**config.mk**
```make
export PLATFORM = sky130hd
export DESIGN_NAME = oam_dma_ctrl_flat
export DESIGN_NICKNAME = d
export VERILOG_FILES = /design/src/rtl/ppu_pkg.sv /design/src/rtl/oam_dma_ctrl_if.sv /design/src/rtl/oam_dma_ctrl.sv /design/src/flat_wrapper.sv
export SDC_FILE = /design/constraint.sdc
export NUM_CORES = 1
export LEC_CHECK = 0
export ABC_AREA = 1
export CAP_MARGIN = 15
export CORE_MARGIN = 2
export CORE_UTILIZATION = 44
export CTS_BUF_LIST = sky130_fd_sc_hd__clkbuf_2
export CTS_CLUSTER_SIZE = 25
export DETAILED_ROUTE_END_ITERATION = 7
export PLACE_DENSITY_LB_ADDON = 0.1
export SLEW_MARGIN = 20
export SYNTH_ARGS = -nofsm -noshare
export SYNTH_HDL_FRONTEND = slang
export SYNTH_SLANG_ARGS = --single-unit
export TNS_END_PERCENT = 5
```
**constraint.sdc**
```tcl
create_clock -name clk -period 2.75 [get_ports clk]
set_clock_uncertainty 0.15 [all_clocks]
set_input_delay 0.275 -clock clk [delete_from_list [all_inputs] [get_ports clk]]
set_output_delay 0.275 -clock clk [all_outputs]
set_load 0.005 [all_outputs]
```
**src/rtl/ppu_pkg.sv**
```systemverilog
// rtl/ppu_pkg.sv - shared PPU constants, DMA state enum and address helpers
//
// Contents:
//   dma_state_t   OAM DMA controller states (IDLE, START, XFER)
//   FF46_ADDR     DMA source page register address
//   OAM_BASE      CPU-visible base address of OAM
//   HRAM_LO/HI    HRAM window; CPU accesses here are never stalled by DMA
//   dma_src_hi    source page after the echo-RAM fold (E0..FF -> C0..DF)
//   oam_bus_addr  CPU-visible OAM address of a byte index
package ppu_pkg;

  typedef enum logic [1:0] {
    DMA_IDLE  = 2'd0,
    DMA_START = 2'd1,
    DMA_XFER  = 2'd2
  } dma_state_t;

  localparam logic [15:0] FF46_ADDR = 16'hFF46;
  localparam logic [15:0] OAM_BASE  = 16'hFE00;
  localparam logic [15:0] HRAM_LO   = 16'hFF80;
  localparam logic [15:0] HRAM_HI   = 16'hFFFE;

  // Pages above DF sit in echo RAM, which mirrors work RAM 0x2000 lower.
  function automatic logic [7:0] dma_src_hi(input logic [7:0] page);
    return (page <= 8'hDF) ? page : page - 8'h20;
  endfunction

  function automatic logic [15:0] oam_bus_addr(input logic [7:0] idx);
    return OAM_BASE + {8'h00, idx};
  endfunction

endpackage

```
**src/rtl/oam_dma_ctrl_if.sv**
```systemverilog
// rtl/oam_dma_ctrl_if.sv - CPU register port, source read port and OAM write port of the DMA block
//
// CPU side:    ADDR, WR, RD, MMIO_DATA_out (write data), MMIO_DATA_in (readback), CPU_STALL
// Source side: DMA_RD, DMA_SRC_ADDR, DMA_DATA_in (valid one clock after DMA_RD)
// OAM side:    OAM_WR, OAM_ADDR, OAM_DATA
// Status:      DMA_ACTIVE
// slave = the DMA controller, master = the system driving it.
interface oam_dma_ctrl_if;
  logic [15:0] ADDR;
  logic        WR;
  logic        RD;
  logic [7:0]  MMIO_DATA_out;
  logic [7:0]  MMIO_DATA_in;
  logic        DMA_RD;
  logic [15:0] DMA_SRC_ADDR;
  logic [7:0]  DMA_DATA_in;
  logic        OAM_WR;
  logic [7:0]  OAM_ADDR;
  logic [7:0]  OAM_DATA;
  logic        DMA_ACTIVE;
  logic        CPU_STALL;

  modport slave (
    input  ADDR, WR, RD, MMIO_DATA_out, DMA_DATA_in,
    output MMIO_DATA_in, DMA_RD, DMA_SRC_ADDR, OAM_WR, OAM_ADDR, OAM_DATA,
           DMA_ACTIVE, CPU_STALL
  );

  modport master (
    output ADDR, WR, RD, MMIO_DATA_out, DMA_DATA_in,
    input  MMIO_DATA_in, DMA_RD, DMA_SRC_ADDR, OAM_WR, OAM_ADDR, OAM_DATA,
           DMA_ACTIVE, CPU_STALL
  );
endinterface

```
**src/rtl/oam_dma_ctrl.sv**
```systemverilog
// rtl/oam_dma_ctrl.sv - OAM DMA controller: FF46 write copies XFER_LEN bytes from page FF46 into OAM
//
// Ports:
//   clk  system clock, rising edge
//   rst  asynchronous active-low reset
//   bus  oam_dma_ctrl_if.slave (CPU register port, source read port, OAM write port)
// Each byte slot lasts CYCLES_PER_BYTE clocks: phase 0 reads the source,
// phase 1 writes the returned byte to OAM, remaining phases are idle.
module oam_dma_ctrl
  import ppu_pkg::*;
#(
  parameter int CYCLES_PER_BYTE = 4,
  parameter int START_DELAY     = 4,
  parameter int XFER_LEN        = 160
) (
  input  logic            clk,
  input  logic            rst,
  oam_dma_ctrl_if.slave   bus
);

  localparam int IDX_W = (XFER_LEN > 1) ? $clog2(XFER_LEN) : 1;
  localparam int PH_W  = $clog2(CYCLES_PER_BYTE);
  localparam int DL_W  = (START_DELAY > 1) ? $clog2(START_DELAY) : 1;

  dma_state_t       state, state_nxt;
  logic [7:0]       ff46;
  logic [IDX_W-1:0] idx, idx_nxt;
  logic [PH_W-1:0]  phase, phase_nxt;
  logic [DL_W-1:0]  delay, delay_nxt;

  logic ff46_wr;
  logic in_hram;

  assign ff46_wr = bus.WR && (bus.ADDR == FF46_ADDR);
  assign in_hram = (bus.ADDR >= HRAM_LO) && (bus.ADDR <= HRAM_HI);

  always_ff @(posedge clk or negedge rst) begin
    if (!rst) begin
      state <= DMA_IDLE;
      ff46  <= '0;
      idx   <= '0;
      phase <= '0;
      delay <= '0;
    end else begin
      state <= state_nxt;
      idx   <= idx_nxt;
      phase <= phase_nxt;
      delay <= delay_nxt;
      if (ff46_wr) begin
        ff46 <= bus.MMIO_DATA_out;
      end
    end
  end

  always_comb begin
    state_nxt = state;
    idx_nxt   = idx;
    phase_nxt = phase;
    delay_nxt = delay;
    case (state)
      DMA_IDLE: begin
      end
      DMA_START: begin
        if (delay == DL_W'(START_DELAY - 1)) begin
          state_nxt = DMA_XFER;
          delay_nxt = '0;
        end else begin
          delay_nxt = delay + 1'b1;
        end
      end
      DMA_XFER: begin
        if (phase == PH_W'(CYCLES_PER_BYTE - 1)) begin
          phase_nxt = '0;
          // The last byte returns to IDLE instead of incrementing, so the
          // index never wraps even when XFER_LEN fills its width.
          if (idx == IDX_W'(XFER_LEN - 1)) begin
            state_nxt = DMA_IDLE;
            idx_nxt   = '0;
          end else begin
            idx_nxt = idx + 1'b1;
          end
        end else begin
          phase_nxt = phase + 1'b1;
        end
      end
      default: state_nxt = DMA_IDLE;
    endcase
    // A new FF46 write overrides everything and restarts the copy.
    if (ff46_wr) begin
      state_nxt = DMA_START;
      idx_nxt   = '0;
      phase_nxt = '0;
      delay_nxt = '0;
    end
  end

  always_comb begin
    bus.DMA_RD       = 1'b0;
    bus.DMA_SRC_ADDR = 16'h0000;
    bus.OAM_WR       = 1'b0;
    bus.OAM_ADDR     = 8'h00;
    bus.OAM_DATA     = 8'h00;
    if (state == DMA_XFER) begin
      if (phase == '0) begin
        bus.DMA_RD       = 1'b1;
        bus.DMA_SRC_ADDR = {dma_src_hi(ff46), 8'(idx)};
      end else if (phase == PH_W'(1) && !ff46_wr) begin
        // Suppressed when a restart write lands on the write phase so the
        // aborted slot never reaches OAM.
        bus.OAM_WR   = 1'b1;
        bus.OAM_ADDR = 8'(idx);
        bus.OAM_DATA = bus.DMA_DATA_in;
      end
    end
  end

  assign bus.DMA_ACTIVE   = (state == DMA_XFER);
  assign bus.CPU_STALL    = bus.DMA_ACTIVE && (bus.RD || bus.WR) && !in_hram && !ff46_wr;
  assign bus.MMIO_DATA_in = (bus.ADDR == FF46_ADDR) ? ff46 : 8'hFF;

endmodule

```
**src/flat_wrapper.sv**
```systemverilog
// flat-port wrapper written by rule: the top's interface ports become plain ports
module oam_dma_ctrl_flat import ppu_pkg::*;
#(
  parameter int CYCLES_PER_BYTE = 4,
  parameter int START_DELAY     = 4,
  parameter int XFER_LEN        = 160
)
  (clk, rst, bus_ADDR, bus_WR, bus_RD, bus_MMIO_DATA_out, bus_DMA_DATA_in, bus_MMIO_DATA_in, bus_DMA_RD, bus_DMA_SRC_ADDR, bus_OAM_WR, bus_OAM_ADDR, bus_OAM_DATA, bus_DMA_ACTIVE, bus_CPU_STALL);
  oam_dma_ctrl_if bus_i ();
  input  logic clk;
  input  logic rst;
  input wire logic [$bits(bus_i.ADDR)-1:0] bus_ADDR;
  input wire logic [$bits(bus_i.WR)-1:0] bus_WR;
  input wire logic [$bits(bus_i.RD)-1:0] bus_RD;
  input wire logic [$bits(bus_i.MMIO_DATA_out)-1:0] bus_MMIO_DATA_out;
  input wire logic [$bits(bus_i.DMA_DATA_in)-1:0] bus_DMA_DATA_in;
  output wire logic [$bits(bus_i.MMIO_DATA_in)-1:0] bus_MMIO_DATA_in;
  output wire logic [$bits(bus_i.DMA_RD)-1:0] bus_DMA_RD;
  output wire logic [$bits(bus_i.DMA_SRC_ADDR)-1:0] bus_DMA_SRC_ADDR;
  output wire logic [$bits(bus_i.OAM_WR)-1:0] bus_OAM_WR;
  output wire logic [$bits(bus_i.OAM_ADDR)-1:0] bus_OAM_ADDR;
  output wire logic [$bits(bus_i.OAM_DATA)-1:0] bus_OAM_DATA;
  output wire logic [$bits(bus_i.DMA_ACTIVE)-1:0] bus_DMA_ACTIVE;
  output wire logic [$bits(bus_i.CPU_STALL)-1:0] bus_CPU_STALL;
  assign bus_i.ADDR = bus_ADDR;
  assign bus_i.WR = bus_WR;
  assign bus_i.RD = bus_RD;
  assign bus_i.MMIO_DATA_out = bus_MMIO_DATA_out;
  assign bus_i.DMA_DATA_in = bus_DMA_DATA_in;
  assign bus_MMIO_DATA_in = bus_i.MMIO_DATA_in;
  assign bus_DMA_RD = bus_i.DMA_RD;
  assign bus_DMA_SRC_ADDR = bus_i.DMA_SRC_ADDR;
  assign bus_OAM_WR = bus_i.OAM_WR;
  assign bus_OAM_ADDR = bus_i.OAM_ADDR;
  assign bus_OAM_DATA = bus_i.OAM_DATA;
  assign bus_DMA_ACTIVE = bus_i.DMA_ACTIVE;
  assign bus_CPU_STALL = bus_i.CPU_STALL;
  oam_dma_ctrl #(.CYCLES_PER_BYTE(CYCLES_PER_BYTE), .START_DELAY(START_DELAY), .XFER_LEN(XFER_LEN)) u_core (.clk(clk), .rst(rst), .bus(bus_i));
endmodule
```
## Word level (Yosys, flattened, before mapping)

Index checks and enable logic that the tools add are counted.

- Mux-type cells: 30
- Reduce and logical (&&, ||, !) cells: 16
- Equal/unequal tests: 11
- Add/sub/neg operators: 4
- Magnitude comparators: 3

Operators with widths:

| operator | number |
|---|---|
| $mux 8 | 12 |
| $mux 16 | 2 |
| $mux 2 | 10 |
| $eq 16x16->1 const B | 1 |
| $ge 16x16->1 const B | 1 |
| $le 16x16->1 const B | 1 |
| $add 8x1->8 const B | 1 |
| $eq 8x8->1 const B | 1 |
| $le 8x8->1 const B | 1 |
| $sub 8x6->8 const B | 1 |
| $eq 2x2->1 const B | 3 |
| $logic_and 1x1->1 | 6 |
| $ne 3x3->1 const B | 2 |
| $pmux 2 s3 | 1 |
| $reduce_bool 2->1 | 3 |
| $mux 1 | 5 |
| $add 2x1->2 const B | 2 |
| $eq 2x1->1 const B | 2 |
| $logic_not 2->1 | 2 |
| $reduce_and 4->1 | 1 |
| $ne 3x1->1 const B | 1 |
| $logic_not 1->1 | 2 |
| $ne 2x1->1 const B | 1 |
| $reduce_and 2->1 | 1 |
| $logic_or 1x1->1 | 1 |

- Output and inout bits: 44
- Register bits after elaboration: 22
- Logic and storage cells: 69

## Logic depth before layout (Yosys ltp)

- Depth after elaboration: 7
- Depth in mapped cells: 10

## Worst setup path before layout

No wires, ideal clock.

- Path type: reg2out
- Start point: register u_core.state[0]
- End point: output bus_DMA_SRC_ADDR[14]
- Buffers on the path: 0
- Cell stages (with the launch flop): 6
- Required time: 2.325 ns
- Data arrival time: 1.136 ns
- Path slack: 1.189 ns
- Cell sequence: dfrtp_1 -> nor2_4 -> inv_2 -> nor2_4 -> inv_2 -> a311oi_1

- Word-level cells in the longest chain between the ends: 2

Ends and longest elaborated chain:

| element | line | text |
|---|---|---|
| start, declared | oam_dma_ctrl.sv:25 | `dma_state_t state, state_nxt;` |
| start signal, assigned | oam_dma_ctrl.sv:45 | `state <= state_nxt;` |
| $eq 2x2->1 | - |  |
| via bus_DMA_ACTIVE | flat_wrapper.sv:23 | `output wire logic [$bits(bus_i.DMA_ACTIVE)-1:0] bus_DMA_ACTIVE;` |
| $mux 16 | oam_dma_ctrl.sv:103 | `if (state == DMA_XFER) begin` |
| end, declared | flat_wrapper.sv:19 | `output wire logic [$bits(bus_i.DMA_SRC_ADDR)-1:0] bus_DMA_SRC_ADDR;` |

The timed path passes the listed nets, and every way through them passes these cells.

## Worst setup path in the final report

- Start point: register u_core.phase[0]
- End point: output bus_DMA_SRC_ADDR[14]

- Word-level cells in the longest chain between the ends: 3

Ends and longest elaborated chain:

| element | line | text |
|---|---|---|
| start, declared | oam_dma_ctrl.sv:28 | `logic [PH_W-1:0] phase, phase_nxt;` |
| start signal, assigned | oam_dma_ctrl.sv:47 | `phase <= phase_nxt;` |
| $logic_not 2->1 | oam_dma_ctrl.sv:104 | `if (phase == '0) begin` |
| $mux 16 | oam_dma_ctrl.sv:104 |  |
| $mux 16 | oam_dma_ctrl.sv:103 |  |

Every way passes these cells.

==> run_results.csv <==
group,metric,value,unit
outcome,status,"complete, no violations",
logic_synthesis,synth_seq_cells,22,
cells_and_area,fin_cells,352,
sta,finalSetupViolations,0,
drt,vias_per_cell,4.66,
worst_setup_path,cpMostUsedCell,"inv_1",
power,p_leak,1.20,nW
clock_network,root_buffer,"clkbuf_2",
power,p_per_area,254,nW/µm²
worst_setup_path,arrival,2160,ps
logic_synthesis,syn_area_per_cell,6.87,µm²
placement,dp_hpwl,3140,µm
sta,finalSetupTns,0,ps
global_route,antenna_found_initial,0,
worst_setup_path,worstSetupStartpoint,"u_core.phase[0]",
drt,drc,0,
clock_network,path_clk_slew,220,ps
logic_synthesis,mappedNetlistArea,1540,µm²
sta,hold_violations,0,
clock_network,hold_buffers,0,
drt,firstDrtPassIters,4,
worst_setup_path,required,2330,ps
floorplan,die_h,63.1,µm
logic_synthesis,postSynthCellCount,224,
logic_synthesis,synth_cell_types,25,
worst_setup_path,crit_fanout,16,
cells_and_area,fillers,286,
floorplan,rows,21,
drt,drtAntennaViolNets,0,
placement,dp.cells,348,
cells_and_area,antenna_cells,0,
floorplan,io_pins,80,
worst_setup_path,critPathMaxStageDelay,550,ps
cells_and_area,layout-drive-gt1-share,0.0752,
clock_network,clock_sinks,22,
worst_setup_path,crit_path_end,"bus_DMA_SRC_ADDR[14]",
worst_setup_path,timing.rr.start,"u_core.idx[1]",
worst_setup_path,worst_setup_path_end_kind,"output port",
logic_synthesis,syn_nets,266,
sta,max_freq,387,MHz
floorplan,die_x,63.1,µm
floorplan,die_area,3990,µm²
hold_path,hold_path_class,"in -> async",
sta,fin_crit_sh,0.938,
logic_synthesis,yosys_warnings,0,
sta,rsz0062_at_grt,"false",
power,peakVddDrop,0.339,mV
worst_setup_path,cpMaxStageDelayCell,"clkdlybuf4s50_1",
sta,max_slew_margin,0.794,
clock_network,htree_levels,1,
worst_setup_path,path_cells,"inv_1, ha_1, inv_1, nor2_4, inv_2, a311oi_2, clkdlybuf4s50_1",
placement,gp_congestion,0.788,
clock_network,cts_tree,"done",
global_route,track_usage,0.206,
logic_synthesis,yosysSeqAreaShare,0.358,
drt,first_iter_violations,51,
global_route,grt_max_degree,23,
job,maxCapViolations,0,
worst_setup_path,r2r-end,"u_core.idx[5]",
clock_network,clockBufferDepth,2,
placement,port_buffers,79,
worst_setup_path,crit_type,"reg -> out",
worst_setup_path,reg2reg_slack,1050,ps
global_route,overflow,0,
cells_and_area,area_delta_synth_final,57.4,%
worst_setup_path,startpoint_type,"flop",
drt,wl_per_cell,10.7,µm
sta,finalCriticalPeriod,2580,ps
clock_network,insertion_delay,330,ps
sta,drv_slew,0,
floorplan,start_util,0.461,
sta,worst_pin_slew,308,ps
floorplan,core,3340,µm²
drt,num_vias,1642,
clock_network,cts_buffers,3,
global_route,grt_pass1_vias,1583,
worst_setup_path,r2r_cells,8,
global_route,grt_first_pass_wirelength,6710,µm
cells_and_area,nNetsFinal,349,
drt,routed_wl,3770,µm
-- final cells by class --
class                   instances  area, µm²  share of cell area
repair buffers                 83        821               0.339
multi-input cells             149        767               0.317
flip-flops and latches         22        551               0.227
inverters                      48        181              0.0749
well taps                      46       57.6              0.0238
clock inverters                 1       30.0              0.0124
clock buffers                   3       15.0             0.00620
-- cells in the mapped netlist, drive strengths merged --
cell type   n  area share
nand2      52        0.13
nand4       5       0.020
nor3        2      0.0065
o211a       1      0.0065
a311oi      2       0.011
xor2        1      0.0057
nor2       48        0.13
inv        47        0.11
o21ai      15       0.049
clkinv      1      0.0032
buf         5       0.034
ha          6       0.049
dfrtp      22        0.36
a21oi       5       0.016
nand3      10       0.049
a211oi      1      0.0049
mux2        1      0.0073
-- stage by stage --
stage / cell area [µm²] / util / setup slack [ps] / power [mW] / hold slack [ps]
after floorplan: 1540 / - / 1190 / 0.337 / -171
after global placement: 2360 / 0.709 / 365 / 0.396 / 313
after detailed placement: 2360 / 0.709 / 306 / 0.397 / 315
after CTS: 2410 / 0.722 / 84.2 / 0.622 / 102
after global routing: 2420 / 0.726 / 3.69 / 0.642 / 80.9
final: 2420 / 0.726 / 169 / 0.615 / 97.9
-- registers in the layout, indices dropped and copies added, names as in the netlist --
| signal | cells |
|---|---|
| u_core.phase | 2 |
| u_core.idx | 8 |
| u_core.state | 2 |
| u_core.ff46 | 8 |
| u_core.delay | 2 |
-- critical path, delay by kind of cell, from the launching register on --
kind,cells,cell delay (ps)
flip-flops,1,460
buffers and inverters,4,870
AND/OR/NAND/NOR,1,120
AO/OA/AOI/OAI,1,250
adder cells (fa/ha/maj),1,140
-- report_power, final --
group	total (mW)	switching, mW	internal (mW)
clock	0.224	0.0988	0.125
combinational	0.0660	0.0188	0.0471
sequential	0.325	0.000228	0.324
-- placed cells by master, fill, tap and decap left out, drive strengths merged, types with 4 or more instances in the layout --
| cell type | n |
|---|---|
| ha | 6 |
| buf | 4 |
| nand2 | 52 |
| a21oi | 5 |
| o21ai | 15 |
| inv | 47 |
| nor2 | 48 |
| clkdlybuf4s50 | 79 |
| nand3 | 10 |
| dfrtp | 22 |
| nand4 | 5 |
-- how the worst min path moves through the flow --
stage                          startpoint               to  slack [ps]  cells past startpoint
final                                 rst   u_core.ff46[2]         100                      2
after global routing                  rst   u_core.ff46[2]          80                      2
after CTS                             rst   u_core.ff46[2]         100                      2
after detailed placement  u_core.delay[1]  u_core.delay[1]         320                      2
after global placement    u_core.delay[1]  u_core.delay[1]         310                      2
after floorplan                       rst  u_core.delay[0]        -170                      0
-- per-layer routing --
metal	GRT usage	routed length (µm)	share of wire
met1	0.230	1590	0.42
met2	0.382	1850	0.49
met3	0.0589	293	0.078
met4	0.0500	36	0.0096
met5	0	0	0
-- timing repair --
action / 4_1_cts / 5_1_grt
gates resized for setup: 0 / 2
buffers inserted: 0 / 0
setup endpoints to repair: 0 / 2
-- logic make-up after synthesis --
logic type,Yosys count,share of synthesized area
AO/OA/AOI/OAI,24,0.0878
XOR/XNOR,1,0.00569
adder cells (fa/ha/maj),6,0.0488
buffers and inverters,53,0.152
flip-flops,22,0.358
multiplexers,1,0.00732
AND/OR/NAND/NOR,117,0.341
No activity file was read; power rests on OpenSTA's default activity.
